**config.mk**
```make
export PLATFORM = sky130hd
export DESIGN_NAME = axi_stream_input_mb
export DESIGN_NICKNAME = d
export VERILOG_FILES = /design/src/rtl/axi_stream_input_mb.sv
export SDC_FILE = /design/constraint.sdc
export NUM_CORES = 1
export LEC_CHECK = 0
export CAP_MARGIN = 5
export CORE_MARGIN = 2
export CORE_UTILIZATION = 40
export DETAILED_ROUTE_END_ITERATION = 10
export GPL_TIMING_DRIVEN = 0
export PLACE_DENSITY_LB_ADDON = 0.15
export SLEW_MARGIN = 20
export SYNTH_ARGS = -nofsm -noshare
export SYNTH_HDL_FRONTEND = slang
export SYNTH_SLANG_ARGS = --single-unit
export TNS_END_PERCENT = 1
```
**constraint.sdc**
```tcl
create_clock -name s_axis_aclk -period 11.32 [get_ports s_axis_aclk]
set_clock_uncertainty 0.05 [all_clocks]
set_input_delay 1.698 -clock s_axis_aclk [delete_from_list [all_inputs] [get_ports s_axis_aclk]]
set_output_delay 1.698 -clock s_axis_aclk [all_outputs]
set_load 0.03 [all_outputs]
```
**src/rtl/axi_stream_input_mb.sv**
```systemverilog
// axi_stream_input_mb: multi-lane AXI-Stream loader routing packets to NUM_BUFFERS SRAMs with shape metadata.
module axi_stream_input_mb #(
    parameter int DATA_WIDTH         = 8,
    parameter int LANES              = 4,
    parameter int ADDR_WIDTH         = 13,
    parameter int NUM_CHANNELS_WIDTH = 7,
    parameter int NUM_BUFFERS        = 4,
    parameter int BUF_IDX_WIDTH      = 2,
    parameter int BUF_DEPTH          = 8192,
    parameter int MAX_ADDR_WIDTH     = 13
) (
    input  logic                                           s_axis_aclk,
    input  logic                                           s_axis_areset,
    input  logic [LANES*DATA_WIDTH-1:0]                    s_axis_tdata,
    input  logic [LANES-1:0]                               s_axis_tkeep,
    input  logic                                           s_axis_tvalid,
    output logic                                           s_axis_tready,
    input  logic                                           s_axis_tlast,
    input  logic [BUF_IDX_WIDTH+2*ADDR_WIDTH+NUM_CHANNELS_WIDTH-1:0] s_axis_tuser,
    input  logic                                           sram_ready,
    output logic                                           write_enable,
    output logic [BUF_IDX_WIDTH-1:0]                       write_buf,
    output logic [MAX_ADDR_WIDTH-1:0]                      write_address,
    output logic [LANES*DATA_WIDTH-1:0]                    write_data,
    output logic [LANES-1:0]                               write_mask,
    output logic                                           meta_valid,
    output logic [BUF_IDX_WIDTH-1:0]                       meta_buf,
    output logic [ADDR_WIDTH-1:0]                          meta_rows,
    output logic [ADDR_WIDTH-1:0]                          meta_cols,
    output logic [NUM_CHANNELS_WIDTH-1:0]                  meta_channels,
    output logic [MAX_ADDR_WIDTH:0]                        meta_count,
    output logic                                           overflow_err,
    input  logic                                           err_clear
);
    localparam int UW = BUF_IDX_WIDTH + 2*ADDR_WIDTH + NUM_CHANNELS_WIDTH;
    localparam int MW = MAX_ADDR_WIDTH;
    localparam logic [BUF_IDX_WIDTH:0] NB = (BUF_IDX_WIDTH+1)'(NUM_BUFFERS);
    localparam logic [MW:0]   LN = (MW+1)'(LANES);
    localparam logic [MW+1:0] DP = (MW+2)'(BUF_DEPTH);

    typedef enum logic [1:0] {ST_IDLE, ST_RECV, ST_DROP} state_t;
    state_t state_q, state_d;

    logic [BUF_IDX_WIDTH-1:0]      pbuf_q, wbuf_q, mbuf_q;
    logic [MW:0]                   addr_q, cnt_q, mcnt_q;
    logic [MW-1:0]                 waddr_q;
    logic [LANES*DATA_WIDTH-1:0]   wdata_q;
    logic [LANES-1:0]              wmask_q;
    logic                          we_q, mv_q, err_q;
    logic [ADDR_WIDTH-1:0]         mrows_q, mcols_q;
    logic [NUM_CHANNELS_WIDTH-1:0] mch_q;

    logic                     idle, live, acc, bad, wr;
    logic [BUF_IDX_WIDTH-1:0] tu_buf, buf_sel;
    logic [MW:0]              base, cbase, pop;

    assign idle          = state_q == ST_IDLE;
    assign live          = state_q != ST_DROP;
    assign s_axis_tready = live ? sram_ready : 1'b1;
    assign acc           = s_axis_tvalid & s_axis_tready;
    assign tu_buf        = s_axis_tuser[UW-1 -: BUF_IDX_WIDTH];
    assign buf_sel       = idle ? tu_buf : pbuf_q;
    assign base          = idle ? '0 : addr_q;
    assign cbase         = idle ? '0 : cnt_q;
    assign pop           = (MW+1)'($countones(s_axis_tkeep));
    // A packet is bad if its first beat names a missing buffer or a beat would run past the SRAM end.
    assign bad = live & ((idle & ({1'b0, tu_buf} >= NB)) | (({1'b0, base} + {1'b0, LN}) > DP));
    assign wr  = acc & live & ~bad;

    always_comb begin
        state_d = state_q;
        if (acc) state_d = s_axis_tlast ? ST_IDLE : (!live || bad) ? ST_DROP : ST_RECV;
    end

    always_ff @(posedge s_axis_aclk or posedge s_axis_areset) begin
        if (s_axis_areset) begin
            state_q <= ST_IDLE;
            pbuf_q  <= '0;
            addr_q  <= '0;
            cnt_q   <= '0;
            we_q    <= 1'b0;
            wbuf_q  <= '0;
            waddr_q <= '0;
            wdata_q <= '0;
            wmask_q <= '0;
            mv_q    <= 1'b0;
            mbuf_q  <= '0;
            mrows_q <= '0;
            mcols_q <= '0;
            mch_q   <= '0;
            mcnt_q  <= '0;
            err_q   <= 1'b0;
        end else begin
            state_q <= state_d;
            we_q    <= wr;
            mv_q    <= wr & s_axis_tlast;
            err_q   <= (acc & bad) | (err_q & ~err_clear);
            if (acc & live) begin
                addr_q <= base + LN;
                cnt_q  <= cbase + pop;
            end
            if (acc & idle) pbuf_q <= tu_buf;
            if (wr) begin
                wbuf_q  <= buf_sel;
                waddr_q <= base[MW-1:0];
                wdata_q <= s_axis_tdata;
                wmask_q <= s_axis_tkeep;
            end
            if (wr & s_axis_tlast) begin
                mbuf_q  <= buf_sel;
                mrows_q <= s_axis_tuser[2*ADDR_WIDTH+NUM_CHANNELS_WIDTH-1 -: ADDR_WIDTH];
                mcols_q <= s_axis_tuser[ADDR_WIDTH+NUM_CHANNELS_WIDTH-1 -: ADDR_WIDTH];
                mch_q   <= s_axis_tuser[NUM_CHANNELS_WIDTH-1:0];
                mcnt_q  <= cbase + pop;
            end
        end
    end

    assign write_enable  = we_q;
    assign write_buf     = wbuf_q;
    assign write_address = waddr_q;
    assign write_data    = wdata_q;
    assign write_mask    = wmask_q;
    assign meta_valid    = mv_q;
    assign meta_buf      = mbuf_q;
    assign meta_rows     = mrows_q;
    assign meta_cols     = mcols_q;
    assign meta_channels = mch_q;
    assign meta_count    = mcnt_q;
    assign overflow_err  = err_q;
endmodule

```
==> metrics.md <==
| Metric | Value |
|---|---|
| Post-Syn Nets | `571` |
| Largest family of logic cells by synthesized area | `multiplexers` |
| RR Endpoint | `meta_rows[10]` |
| Share of layout cells above drive strength 1 | `0.198` |
| Fin cells | `890` |
| Outcome | `finished clean` |
| Vias per inst | `5.08` |
| Total vias in the final route | `4525` |
| Vias in the first global route | `4495` |
| Setup Viol. Count Final | `0` |
| Port bufs | `180` |
| Hold_sp | `cnt_q[0]` |
| Register bit total from synthesis | `135` |
| Number of diodes | `0` |
| Initial antenna violation count | `0` |
| Core ar. | `0.0151 sq mm` |
| Worst slew pin tran | `0.609 ns` |
| Leak Pwr | `3.77 nW` |
| Levels on crit path | `3` |
| DR DRC count | `0` |
| Remaining Overflow, GRT | `0` |
| Synth async-reset ratio | `1.00` |
| Critical Path Max Stage Delay | `0.68 ns` |
| Post-CTS Setup Inserts | `0` |
| Final WL | `15.6 mm` |
| Final slew viol count | `0` |
| Maximum VDD drop | `0.000110 V` |
| Reg2Reg Depth | `14` |
| Post-synth EDFFs | `0` |
| Worst path arrival time | `3.02 ns` |
| # IOs | `181` |
| ANT nets after route | `0` |
| Worst path required time | `9.57 ns` |
| Hold buffers post-CTS | `0` |
| Final #Nets | `771` |
| Main synth FF type | `dfrtp_1` |
| Syn_area_per_cell | `12.6 sq um` |
| Max-Cap Viols | `0` |
| Crit path kind | `in2out` |
| Mapped cell area | `0.00616 sq mm` |
| RSZ-0062 raised after global routing | `no` |
| Row count | `45` |
| Fill cells | `1197` |
| First-pass GRT wire length | `24.9 mm` |
| P per Cell Area | `183 mW/mm^2` |
| Htree depth | `4` |
| Largest net degree at the start of global routing | `81` |
| Final period utilization | `0.422` |
| Reg2reg start | `state_q[0]` |
| Num Clock Sinks | `135` |
| Cells after synthesis | `489` |
| Worst path bufs/invs | `2` |
| Fin crit period | `4.77 ns` |
| Clock root buffer | `clkbuf_16` |
| Initial DRC Count | `189` |
| Setup crit start kind | `primary input` |
| XOR/XNOR Fraction of Synth Area | `0.0185` |
| Final hold violations | `0` |
| Critical Path Fanout Max | `3` |
| Setup TNS | `0 ns` |
| Cells resized by post-CTS repair | `0` |
| Critical-path top delay cell | `clkdlybuf4s50_1` |
| Number of cells after detailed placement | `858` |
| Die ar. | `0.0164 sq mm` |
| Die height | `128 microns` |
| Total track usage | `0.198` |
| Hold Crit Class | `reg2reg` |
| R2R Setup Slk | `6.70 ns` |
| Final HPWL DP | `11.0 mm` |
| Cell family with most CP delay | `buffers and inverters` |
| Mux cell area share after synthesis | `0.198` |
| Synth Area in Simple Gates | `0.0859` |
| Critical Path, Cell by Cell | `clkdlybuf4s50_1 -> nand2b_1 -> clkdlybuf4s50_1` |
| Ys Warns | `0` |
| Die width | `128 microns` |
| Cell repeated most along the worst path | `clkdlybuf4s50_1` |
| Post-synthesis cell type count | `50` |
| Max Clock Freq | `210 MHz` |
| Routed WL per cell | `17.5 microns` |
| Initial Util | `0.407` |
| GPL Wtd Cong | `0.854` |
| Compound-Gate Fraction of Synth Area | `0.0920` |
| Synth Area in Adders | `0.0138` |
| Post-synthesis sequential area ratio | `0.549` |
| Num CTS Buffers | `17` |
| Hold EP | `cnt_q[0]` |
| Worst Hold Path Cells | `2` |
| Crit end category | `output pin` |
| Max_slew headroom | `0.592` |
| CTS tree | `done` |
| Clk buf depth | `2` |
| Reg clk slew, reported paths | `0.05 ns` |
| P&R area growth vs syn | `44.3%` |
| 1st-pass router iterations | `5` |
| Skew-Pair Late Insertion Delay | `0.42 ns` |
==> flip-flops by register name, summed over array words and instances (netlist names) <==
name	flops
addr_q	14
cnt_q	14
meta_buf	2
meta_channels	7
meta_cols	13
meta_count	14
meta_rows	13
meta_valid	1
overflow_err	1
pbuf_q	2
state_q	2
write_address	13
write_buf	2
write_data	32
write_enable	1
write_mask	4
==> layout by cell type (no fill, tap or decap), drive strengths merged, types with 11 or more instances in the layout <==
cell	instances
clkdlybuf4s50	180
dfrtp	135
mux2	90
nand2	47
clkbuf	33
o21ai	26
nor2	21
inv	19
buf	17
o31ai	12
a21oi	12
o2bb2ai	11
==> layer usage <==
layer,track usage,vias to the layer above,wire [microns]
li1,-,2124,-
met1,0.259,2214,6990
met2,0.309,168,7180
met3,0.0693,19,1200
met4,0.0640,0,203
met5,0,-,0
==> cell type report <==
cell class | instances | area (sq um) | share of cell area
clock buffers | 19 | 453 | 0.0510
well taps | 188 | 235 | 0.0265
flip-flops and latches | 135 | 3380 | 0.380
inverters | 19 | 78.8 | 0.00887
plain buffers | 30 | 194 | 0.0218
multi-input cells | 305 | 2510 | 0.283
repair buffers | 181 | 1830 | 0.206
clock inverters | 13 | 201 | 0.0227
==> per-stage QoR <==
stage | hold WS [ns] | power (mW) | util | area, sq um | setup WS [ns]
detailed placement | 0.405 | 1.03 | 0.543 | 8230 | 6.54
finish | 0.416 | 1.63 | 0.587 | 8880 | 6.55
global placement | 0.404 | 1.02 | 0.541 | 8200 | 4.06
CTS | 0.419 | 1.65 | 0.587 | 8880 | 6.53
floorplan | 0.387 | 0.838 | - | 6160 | 5.96
global route | 0.452 | 1.69 | 0.587 | 8880 | 6.33
==> worst reg2reg max path: cells and delay by family, from the launching register on <==
kind,cells,cell delay [ns]
buf+inv,5,1.46
simple gates,5,1.36
compound gates,2,0.70
flops,1,0.47
mux,1,0.32
fa+ha+maj,1,0.15
==> logic make-up (layout without fill, tap and decap cells) <==
logic type	Yosys count	in the layout
flops	135	135
simple gates	111	111
mux	93	93
compound gates	83	83
buf+inv	49	262
xor+xnor	13	13
fa+ha+maj	5	5
==> where the power goes <==
part           total (mW)  internal (mW)  switching, mW  leakage, nW
clock network       0.607          0.401          0.206        0.315
registers           0.588          0.550         0.0383         1.70
logic               0.430          0.204          0.225         1.75
total                1.63           1.16          0.470         3.77
==> how the worst max path moves through the flow <==
stage | from | endpoint | slack (ns)
2_1_floorplan | s_axis_areset | addr_q[0] | 5.96
3_3_place_gp | s_axis_areset | cnt_q[6] | 4.06
3_5_place_dp | sram_ready | s_axis_tready | 6.54
4_1_cts | sram_ready | s_axis_tready | 6.53
5_1_grt | state_q[0] | meta_rows[10] | 6.33
6_report | sram_ready | s_axis_tready | 6.55
==> synthesized netlist by cell type (2+ instances only) <==
library cell	instances	area, sq um
dfrtp_1	135	3380
mux2_4	47	706
nand2_1	47	176
mux2_2	34	383
o21ai_0	26	130
nor2_1	21	78.8
inv_1	19	71.3
clkbuf_1	13	48.8
o31ai_1	12	90.1
a21oi_1	11	55.1
o2bb2ai_1	11	96.3
mux2_1	9	101
buf_6	8	90.1
a31oi_1	7	43.8
and2_1	7	43.8
nand4_1	7	43.8
xnor2_1	7	61.3
and3_1	6	37.5
xor2_1	6	52.6
nand3_1	5	25.0
buf_2	4	20.0
buf_4	4	30.0
fa_1	3	60.1
mux2i_1	3	30.0
nand2b_1	3	18.8
nor2b_1	3	18.8
nor3_1	3	15.0
or2_2	3	18.8
a311oi_1	2	17.5
ha_1	2	25.0
nor4_1	2	12.5
Note: power is estimated with default switching activity, not from simulation.
